File: src/rtl/hit_map_readout_pkg.sv
// rtl/hit_map_readout_pkg.sv - shared state type, default widths and width helpers for hit map readout
package hit_map_readout_pkg;

  localparam int SSIDBITS_DEFAULT       = 8;
  localparam int NCOLS_HIM_DEFAULT      = 16;
  localparam int TIMEOUT_CYCLES_DEFAULT = 64;

  typedef enum logic [2:0] {
    ST_IDLE,
    ST_REQUEST,
    ST_WAIT,
    ST_SCAN,
    ST_DONE
  } readout_state_t;

  // Column index width; a one-column map still needs a 1-bit index.
  function automatic int col_bits(input int ncols);
    return (ncols > 1) ? $clog2(ncols) : 1;
  endfunction

  function automatic int cnt_bits(input int ncols);
    return $clog2(ncols + 1);
  endfunction

  function automatic int timer_bits(input int cycles);
    return (cycles > 1) ? $clog2(cycles) : 1;
  endfunction

endpackage

File: src/rtl/hit_map_readout_lowest_set_bit_encoder.sv
// rtl/hit_map_readout_lowest_set_bit_encoder.sv - combinational lowest-set-bit priority encoder
// Returns the index of the lowest set bit and a flag telling whether any bit is set.
module lowest_set_bit_encoder
  import hit_map_readout_pkg::*;
#(
  parameter int WIDTH   = NCOLS_HIM_DEFAULT,
  parameter int IDXBITS = col_bits(WIDTH)
) (
  input  logic [WIDTH-1:0]   bits,
  output logic [IDXBITS-1:0] index,
  output logic               any
);

  // Scanning downward lets the lowest set bit overwrite any higher one.
  always_comb begin
    index = '0;
    for (int i = WIDTH - 1; i >= 0; i--) begin
      if (bits[i]) begin
        index = IDXBITS'(i);
      end
    end
  end

  assign any = |bits;

endmodule

File: src/rtl/hit_map_readout.sv
// rtl/hit_map_readout.sv - reads hit bitmaps by SSID and streams each set column as one beat
// One storage read per query, bounded wait for the response, then ascending-column serialisation.
module hit_map_readout
  import hit_map_readout_pkg::*;
#(
  parameter int SSIDBITS       = SSIDBITS_DEFAULT,
  parameter int NCOLS_HIM      = NCOLS_HIM_DEFAULT,
  parameter int TIMEOUT_CYCLES = TIMEOUT_CYCLES_DEFAULT,
  parameter int COLBITS        = col_bits(NCOLS_HIM),
  parameter int CNTBITS        = cnt_bits(NCOLS_HIM)
) (
  input  logic                clock,
  input  logic                resetN,
  input  logic [SSIDBITS-1:0] querySSID,
  input  logic                queryValid,
  output logic                queryReady,
  output logic                readMemory,
  output logic [SSIDBITS-1:0] readSSID,
  input  logic                readReady,
  input  logic [NCOLS_HIM-1:0] hitInfo,
  output logic [SSIDBITS-1:0] outSSID,
  output logic [COLBITS-1:0]  outColumn,
  output logic                outValid,
  input  logic                outReady,
  output logic                queryDone,
  output logic [CNTBITS-1:0]  hitCount,
  output logic                timeoutError
);

  localparam int TOBITS = timer_bits(TIMEOUT_CYCLES);
  localparam logic [TOBITS-1:0] TIMER_LAST = TOBITS'(TIMEOUT_CYCLES - 1);

  readout_state_t state, state_next;

  logic                 running;
  logic [NCOLS_HIM-1:0] map;
  logic [NCOLS_HIM-1:0] map_after_beat;
  logic [TOBITS-1:0]    timer;
  logic [CNTBITS-1:0]   count;
  logic                 timed_out;
  logic [COLBITS-1:0]   low_col;
  logic                 map_any;
  logic                 query_take;
  logic                 beat_taken;

  lowest_set_bit_encoder #(
    .WIDTH   (NCOLS_HIM),
    .IDXBITS (COLBITS)
  ) u_lowest_set_bit_encoder (
    .bits  (map),
    .index (low_col),
    .any   (map_any)
  );

  // Clearing the lowest set bit is exactly the column just handed out.
  assign map_after_beat = map & (map - NCOLS_HIM'(1));

  // running keeps queryReady low while reset is held even though state sits at IDLE.
  always_ff @(posedge clock or negedge resetN) begin
    if (!resetN) begin
      state   <= ST_IDLE;
      running <= 1'b0;
    end else begin
      state   <= state_next;
      running <= 1'b1;
    end
  end

  always_comb begin
    queryReady = running && (state == ST_IDLE);
    readMemory = (state == ST_REQUEST);
    outValid   = (state == ST_SCAN) && map_any;
    queryDone  = (state == ST_DONE);
    outSSID    = outValid ? readSSID : '0;
    outColumn  = outValid ? low_col : '0;
    query_take = queryValid && queryReady;
    beat_taken = outValid && outReady;
    state_next = state;
    case (state)
      ST_IDLE: begin
        if (query_take) state_next = ST_REQUEST;
      end
      ST_REQUEST: state_next = ST_WAIT;
      ST_WAIT: begin
        // A response on the last timer cycle still counts as a response.
        if (readReady) begin
          state_next = (hitInfo == '0) ? ST_DONE : ST_SCAN;
        end else if (timer == TIMER_LAST) begin
          state_next = ST_DONE;
        end
      end
      ST_SCAN: begin
        if (beat_taken && (map_after_beat == '0)) state_next = ST_DONE;
      end
      ST_DONE: state_next = ST_IDLE;
      default: state_next = ST_IDLE;
    endcase
  end

  always_ff @(posedge clock or negedge resetN) begin
    if (!resetN) begin
      readSSID  <= '0;
      map       <= '0;
      timer     <= '0;
      count     <= '0;
      timed_out <= 1'b0;
    end else begin
      case (state)
        ST_IDLE: begin
          if (query_take) begin
            readSSID  <= querySSID;
            count     <= '0;
            timed_out <= 1'b0;
          end
        end
        ST_REQUEST: timer <= '0;
        ST_WAIT: begin
          if (readReady) begin
            map <= hitInfo;
          end else begin
            timer <= timer + TOBITS'(1);
            if (timer == TIMER_LAST) timed_out <= 1'b1;
          end
        end
        ST_SCAN: begin
          if (beat_taken) begin
            map   <= map_after_beat;
            count <= count + CNTBITS'(1);
          end
        end
        default: ;
      endcase
    end
  end

  assign hitCount     = count;
  assign timeoutError = timed_out;

endmodule

File: config.mk
export PLATFORM = sky130hd
export DESIGN_NAME = hit_map_readout
export DESIGN_NICKNAME = d
export VERILOG_FILES = /design/src/rtl/hit_map_readout_pkg.sv /design/src/rtl/hit_map_readout_lowest_set_bit_encoder.sv /design/src/rtl/hit_map_readout.sv
export SDC_FILE = /design/constraint.sdc
export NUM_CORES = 1
export LEC_CHECK = 0
export CAP_MARGIN = 30
export CORE_ASPECT_RATIO = 1.1
export CORE_UTILIZATION = 36
export CTS_CLUSTER_SIZE = 25
export DETAILED_ROUTE_END_ITERATION = 10
export PLACE_DENSITY = 0.68
export SYNTH_ARGS = -nofsm -noshare
export SYNTH_HDL_FRONTEND = slang
export SYNTH_SLANG_ARGS = --single-unit
File: constraint.sdc
create_clock -name clock -period 3.88 [get_ports clock]
set_clock_uncertainty 0.15 [all_clocks]
set_input_delay 0.582 -clock clock [delete_from_list [all_inputs] [get_ports clock]]
set_output_delay 0.582 -clock clock [all_outputs]
set_load 0.02 [all_outputs]
After elaboration in Yosys (flattened, before gate mapping)
Cells that the tools add are included.
{"block": "op_classes", "n_div": 0, "addsub": 3, "n_bitwise": 1, "shifts": 0, "mux": 36, "reduce_logical": 19, "order_cmp": 0, "mul": 0, "eq_ne": 12}
{"cell": "2-to-1 mux 4 bit", "n": 17}
{"cell": "logical NOT 16 bit", "n": 2}
{"cell": "2-to-1 mux 16 bit", "n": 2}
{"cell": "case mux 16 bit (2 select lines)", "n": 1}
{"cell": "AND 16 bit", "n": 1}
{"cell": "OR reduction 16 bit", "n": 1}
{"cell": "subtractor 16 x 1 -> 16 bit, second input constant", "n": 1}
{"cell": "2-to-1 mux 3 bit", "n": 5}
{"cell": "case mux 3 bit (4 select lines)", "n": 1}
{"cell": "case mux 6 bit (2 select lines)", "n": 1}
{"cell": "2-to-1 mux 5 bit", "n": 2}
{"cell": "!= test 2 bit, second input constant", "n": 5}
{"cell": "case mux 5 bit (2 select lines)", "n": 1}
{"cell": "AND reduction 3 bit", "n": 3}
{"cell": "2-to-1 mux 8 bit", "n": 1}
{"cell": "nonzero test 2 bit", "n": 4}
{"cell": "adder 6 x 1 -> 6 bit, second input constant", "n": 1}
{"cell": "== test 3 x 2 -> 1 bit, second input constant", "n": 2}
{"cell": "== test 6 bit, second input constant", "n": 1}
{"cell": "2-to-1 mux 6 bit", "n": 1}
{"cell": "adder 5 x 1 -> 5 bit, second input constant", "n": 1}
{"cell": "logical AND 1 bit", "n": 5}
{"cell": "AND reduction 2 bit", "n": 2}
{"cell": "AND reduction 4 bit", "n": 1}
{"cell": "other kinds (7)", "n": 9}
{"block": "totals", "output_inout_bits": 30, "wordCells": 78, "rom_bits": 0, "input_bits": 29, "mem_bits_rw": 0, "regBits": 40, "latchBits": 0, "n_memories": 0}

Logic depth before layout (Yosys ltp)
Gate-level depths: netlist (run 1).
{"block": "depth", "depth_word": 17, "mapped_depth": 8, "depth_no_buf": 7}

Modules after synthesis
A second synthesis (run 1) with hierarchy kept.
{"block": "unflattened", "cells_unflattened": 280, "area_unflattened_um2": 2381.0}
{"module": "hit_map_readout", "seq_area_each_um2": 1001.0, "cells_each": 246, "n_inst": 1, "area_per_inst_um2": 2204.6}
{"module": "lowest_set_bit_encoder", "seq_area_each_um2": 0.0, "cells_each": 34, "n_inst": 1, "area_per_inst_um2": 176.4}

Worst setup path before layout (run 1)
Ideal clock, no wire load.
{"block": "synth_timing", "kind": "reg2out", "start": "reg map[6]", "end": "out outColumn[1]", "t_arrival_ns": 1.694, "required_ns": 3.148, "stages_incl_launch_ff": 7, "path_buffers": 2, "slack_ns": 1.454, "path_cell_list": "dfrtp_1 buf_6 nor4_4 nand4_1 clkbuf_1 and2_1 and3_1"}
{"block": "synth_via", "elab_cells_between_ends": 10, "classes_between": "mux: 8; reduce/logical: 2"}
{"element": "start: declaration", "line_no": "hit_map_readout.sv:36", "rtl": "logic [NCOLS_HIM-1:0] map;"}
{"element": "start signal: assignment", "line_no": "hit_map_readout.sv:119", "rtl": "map <= hitInfo;"}
{"element": "start signal: assignment", "line_no": "hit_map_readout.sv:127", "rtl": "map <= map_after_beat;"}
{"element": "OR reduction 16 bit", "line_no": "hit_map_readout_lowest_set_bit_encoder.sv:24", "rtl": "assign any = |bits;"}
{"element": "logical AND 1 bit", "line_no": "hit_map_readout.sv:72", "rtl": "outValid = (state == ST_SCAN) && map_any;"}
{"element": "via outValid", "line_no": "hit_map_readout.sv:23", "rtl": "output logic outValid,"}
{"element": "2-to-1 mux 4 bit", "line_no": "hit_map_readout.sv:75", "rtl": "outColumn = outValid ? low_col : '0;"}
{"element": "end: declaration", "line_no": "hit_map_readout.sv:22", "rtl": "output logic [COLBITS-1:0] outColumn,"}
The timed path passes the listed nets, and every way through them passes these cells.

Worst setup path after layout (run 1)
{"block": "layout_timing", "start": "reg map[8]", "end": "out outColumn[1]"}
{"block": "layout_via", "elab_chain_len": 10, "elab_cells_between_ends": 12, "classes_between": "mux: 10; reduce/logical: 2"}
{"element": "2-to-1 mux 4 bit (9 in series)", "line_no": "hit_map_readout_lowest_set_bit_encoder.sv:18", "rtl": "if (bits[i]) begin"}
{"element": "2-to-1 mux 4 bit *", "line_no": "hit_map_readout.sv:75"}
Every way passes the cells marked *; elsewhere a longest branch is shown, timed or not.

==> results of run 1 <==
-- cell type report --
type                            count  area, um^2  area share (%)
Sequential cell                    40        1001           33.07
Timing Repair Buffer               59       583.1           19.26
Multi-Input combinational cell    208        1241           41.01
Clock buffer                        8       90.09           2.976
Inverter                            3       11.26          0.3721
Tap cell                           80       100.1           3.307
-- state kept, by name (all words and copies together) (netlist names) --
name and count:
state 3, hitCount 5, readSSID 8, map 16, running 1, timeoutError 1
timer 6
-- worst paths after layout --
kind                                            to  slack [ps]
setup reg to reg              state[1]$_DFFE_PN0P_        1160
hold / removal                  map[1]$_DFFE_PN0P_         250
min in group clock         readSSID[6]$_DFFE_PN0P_         350
setup / recovery                      outColumn[1]         440
max in group asynchronous       map[4]$_DFFE_PN0P_        2770
hold reg to reg            readSSID[6]$_DFFE_PN0P_         350
-- kinds of logic after synthesis --
group / after synthesis
compound gates: 68
xor+xnor: 5
fa+ha+maj: 2
buf+inv: 20
flops: 40
mux: 2
other cells: 1
simple gates: 130
-- routing by layer --
metal	up-vias	track usage [%]	part of all wire, %
met2	80	28.76	45
met1	1005	24.05	45
met3	12	4.817	7.3
met5	-	0	0
li1	1070	-	-
met4	0	5.950	1.8
-- power breakdown --
group	internal, W	total, W	switching [W]
combinational	0.000562	0.00122	0.000659
sequential	0.000568	0.000823	0.000255
clock	0.000145	0.000285	0.000139
total	0.00127	0.00233	0.00105
-- metrics by stage --
stage          power, W  setup WS (ps)
2_1_floorplan  0.001634           1454
3_3_place_gp   0.002028          818.9
3_5_place_dp   0.002043          766.7
4_1_cts        0.002341          442.0
5_1_grt        0.002495          249.3
6_report       0.002328          435.6
-- placed cells by master, fill, tap and decap left out, types with 9 or more instances in the layout --
cell type	count
nor4_1	9
clkdlybuf4s50_1	57
nor2_1	18
a22o_1	17
a21oi_1	9
nand3_1	9
and3_1	13
nor3_1	9
o21ai_0	20
dfrtp_1	40
nand2_1	47
==> out/results.ini, run 1 <==
[synthesis]
ys_types = 50
synth_top_family_by_area = simple AND/OR/NAND/NOR gates
synth_area_mm2 = 0.002361
synthTopCellsByArea = dfrtp_1 42%, nand2_1 7.5%, a22o_1 6.3%
yosys_warnings = 0
synth-seq-cells = 40
synth-compound-area-share_pct = 20.14
synth_edf_count = 0
synthFlopType = dfrtp_1
syn_inst = 268
async_flop_share_pct = 100.0
yosysMostFrequentCell = nand2_1
synth_nets = 299
yosys.area_share.simple_pct = 28.46
synthMuxAreaShare_pct = 0.9009
synth_seq_area_share_pct = 42.40
synth_top_cell_area_share_pct = 42.40
synth_xor_area_share_pct = 1.855
avgSynthCellArea_um2 = 8.810
yosysTopAreaCell = dfrtp_1
synthAdderAreaFrac_pct = 1.060
yosys-top-cells-count = 47 x nand2_1, 40 x dfrtp_1, 20 x o21ai_0

[floorplanning]
initial_utilization_pct = 37.66
rows = 30
chipWidth_um = 79.22
dieArea_mm2 = 0.006887
die_h_um = 86.94
ios = 59
core_area_mm2 = 0.006269

[pwr]
power.leakage_nw = 1.295
ir_worst_vdd_uv = 437.4
power.density_mw_per_mm2 = 769.2

[cts]
cts_tree = built
cts_hold_buf = 0
cts_buffers = 5
cts_sinks = 40
cts_root_buf = clkbuf_8
cts_resized = 0
cts_setup_buffers = 0
cts_max_level = 2
path_clk_slew_ps = 70
clkLatencyLatePin_ps = 290
clockBufferDepth = 2

[layout]
fin_cells = 398
fin_util_pct = 48.28
area_growth_syn_to_layout_pct = 28.19
drive_gt1_share_pct = 5.031
nets = 348
fillCellCount = 605
design_area_mm2 = 0.003027
antenna_cells = 0

[placement]
place_area_mm2 = 0.002937
dp_hpwl_um = 4344
gp_congestion = 0.8630
port-buffer-count = 58
dpl.cell_count = 390

[detailed_routing]
route.vias.total = 2167
drt_iter0_drc = 135
first_pass_iters = 4
wirelength_um = 6035
drtAntennaViolNets = 0
wl_per_cell_um = 15.16
drc_errors = 0
viasPerCell = 5.445

[setup_path]
worstPathArrival_ps = 2710
critPathRequiredTime_ps = 3150
path_buf_inv = 1
slowest_stage = clkdlybuf4s50_1
worst-path-stages = 5
startpoint = map[8]$_DFFE_PN0P_
crit_type = reg -> out
crit_fanout = 11
cp-end-kind = primary output
cp_top_family = simple AND/OR/NAND/NOR gates
critPathLaunchType = flop
critPathMaxStageDelay_ps = 530
ff2ff_path_depth = 5
crit_chain = nor4_2 > nand4_1 > and2_1 > and3_1 > clkdlybuf4s50_1
rr_startpoint = state[0]$_DFFE_PN0P_

[sta]
tns_ps = 0
post-route-period-util_pct = 88.77
relSlewSlack_pct = 41.73
fmax_mhz = 290.3
worst_slew_pin_slew_ps = 874.1
drv_slew = 0
hold_viol = 0
rsz0062_at_grt = false
period_minus_slack_ps = 3444
finalSetupViolCount = 0
hold_ws_ps = 252.2

[global_route]
antenna_found_initial = 0
grt_pass1_vias = 2045
grt_max_degree = 41
grtUsageTotal_pct = 18.13
grt-ovfl-total = 0
grt_pass1_wl_um = 9680

[min_path]
hp-class = in -> async

[outcome]
outcome = complete, no violations

[run]
drv_cap = 0

(Power assumes the default switching activity.)
==> run 2: changes to the inputs <==
--- a/config.mk
+++ b/config.mk
@@ -7,10 +7,10 @@
 export LEC_CHECK = 0
 export CAP_MARGIN = 30
 export CORE_ASPECT_RATIO = 1.1
-export CORE_UTILIZATION = 36
+export CORE_UTILIZATION = 53
 export CTS_CLUSTER_SIZE = 25
 export DETAILED_ROUTE_END_ITERATION = 10
-export PLACE_DENSITY = 0.68
+export PLACE_DENSITY = 0.91
 export SYNTH_ARGS = -nofsm -noshare
 export SYNTH_HDL_FRONTEND = slang
 export SYNTH_SLANG_ARGS = --single-unit
==> run 2 against run 1 <==
  * Hold slack improved by 4.7 ps
  * Final area fell by 0.99%
  * Register-to-register slack barely moved
  * Via count rose by 4.0%
  * Cell count fell by 6.5%
  * Flip-flop and latch count did not move
  * Die area fell by 31%
  * Fmax fell by 2.8%
  * Critical endpoint unchanged
==> out/results.ini, run 2 (synthesis gave the netlist of run 1 again) <==
[detailed_routing]
wirelength_um = 6222
first_pass_iters = 4
wl_per_cell_um = 16.73
drc_errors = 0
viasPerCell = 6.056
drtAntennaViolNets = 0
route.vias.total = 2253
drt_iter0_drc = 286

[sta]
hold_viol = 0
worst_slew_pin_slew_ps = 897.4
relSlewSlack_pct = 40.17
fmax_mhz = 282.3
post-route-period-util_pct = 91.29
finalSetupViolCount = 0
drv_slew = 0
hold_ws_ps = 256.9
tns_ps = 0
rsz0062_at_grt = false
period_minus_slack_ps = 3542

[setup_path]
cp-end-kind = primary output
critPathLaunchType = flop
ff2ff_path_depth = 5
slowest_stage = clkdlybuf4s50_1
path_buf_inv = 1
rr_startpoint = state[0]$_DFFE_PN0P_
worstPathArrival_ps = 2810
cp_top_family = simple AND/OR/NAND/NOR gates
rrSetupSlack_ps = 1150
crit_type = reg -> out
critPathMaxStageDelay_ps = 550
critPathRequiredTime_ps = 3150
crit_chain = nor4_4 > nand4_1 > and2_1 > and3_1 > clkdlybuf4s50_1
rr_endpoint = map[6]$_DFFE_PN0P_
crit_fanout = 11

[placement]
gp_congestion = 0.9280
place_area_mm2 = 0.002904
dp_hpwl_um = 4385
port-buffer-count = 58
dpl.cell_count = 364

[layout]
nets = 348
design_area_mm2 = 0.002997
final_cell_mix = 57 x clkdlybuf4s50_1, 47 x nand2_1, 40 x dfrtp_1, 20 x o21ai_0, 18 x nor2_1
fillCellCount = 348
largest-register = map
final_common_cell = clkdlybuf4s50_1
area_growth_syn_to_layout_pct = 26.92
largest_reg_flops = 16
antenna_cells = 0
fin_cells = 372
drive_gt1_share_pct = 5.660
reg_top3 = map: 16 flops, readSSID: 8 flops, timer: 6 flops

[pwr]
power.density_mw_per_mm2 = 788.6
power.leakage_nw = 1.300
ir_worst_vdd_uv = 537.8

[cts]
cts_max_level = 2
path_clk_slew_ps = 80
cts_root_buf = clkbuf_8
cts_hold_buf = 0
cts_resized = 0
cts_setup_buffers = 0
cts_sinks = 40
clkLatencyLatePin_ps = 300
cts_tree = built
clockBufferDepth = 2
cts_buffers = 5

[floorplanning]
rows = 25
initial_utilization_pct = 55.09
dieArea_mm2 = 0.004726
ios = 59
die_h_um = 72
chipWidth_um = 65.64
core_area_mm2 = 0.004285

[outcome]
outcome = complete, no violations

[run]
drv_cap = 0

[global_route]
grt_max_degree = 41
grt_pass1_wl_um = 10290
grtUsageTotal_pct = 28.55
grt-ovfl-total = 0
grt_pass1_vias = 2160
antenna_found_initial = 0

[min_path]
hp-class = in -> async

## run 2: per-stage QoR
| step | setup slack [ps] | utilization (%) | total power (W) |
|---|---|---|---|
| after floorplan | 1454 | - | 0.001634 |
| after global placement | 826.7 | 67.77 | 0.002017 |
| after detailed placement | 678.0 | 67.77 | 0.002056 |
| after CTS | 349.0 | 69.93 | 0.002355 |
| after global routing | 209.9 | 69.93 | 0.002532 |
| final | 337.9 | 69.93 | 0.002363 |
## run 2: worst max-delay path by stage
stage	start	end	slack, ps	cells past startpoint
final	map[2]$_DFFE_PN0P_	outColumn[1]	340	5
after global routing	map[2]$_DFFE_PN0P_	outColumn[1]	210	5
after CTS	map[2]$_DFFE_PN0P_	outColumn[1]	350	5
after detailed placement	map[2]$_DFFE_PN0P_	outColumn[1]	680	5
after global placement	map[2]$_DFFE_PN0P_	outColumn[1]	830	5
after floorplan	map[6]$_DFFE_PN0P_	outColumn[1]	1450	6
## run 2: routing by layer
metal | vias to the layer above | global-route usage, % | share of wire, %
met4 | 0 | 8.937 | 1.6
li1 | 1073 | - | -
met2 | 79 | 45.69 | 50
met5 | - | 0 | 0
met1 | 1092 | 38.56 | 42
met3 | 9 | 6.132 | 5.7
## run 2: power by group
group          internal [W]  total [W]  switching [W]  leakage, nW
Clock              0.000142   0.000290       0.000148       0.0510
Combinational      0.000562    0.00125       0.000685        0.733
Sequential         0.000568   0.000827       0.000259        0.517
Total               0.00127    0.00236        0.00109         1.30
## run 2: cell type report
class	instances	area, um^2	area share [%]
multi-input combinational	208	1241	41.42
sequential	40	1001	33.40
timing repair buffer	59	583.1	19.46
clock buffer	6	82.58	2.756
tap	54	67.56	2.255
inverter	3	11.26	0.3758
clock inverter	2	10.01	0.3340
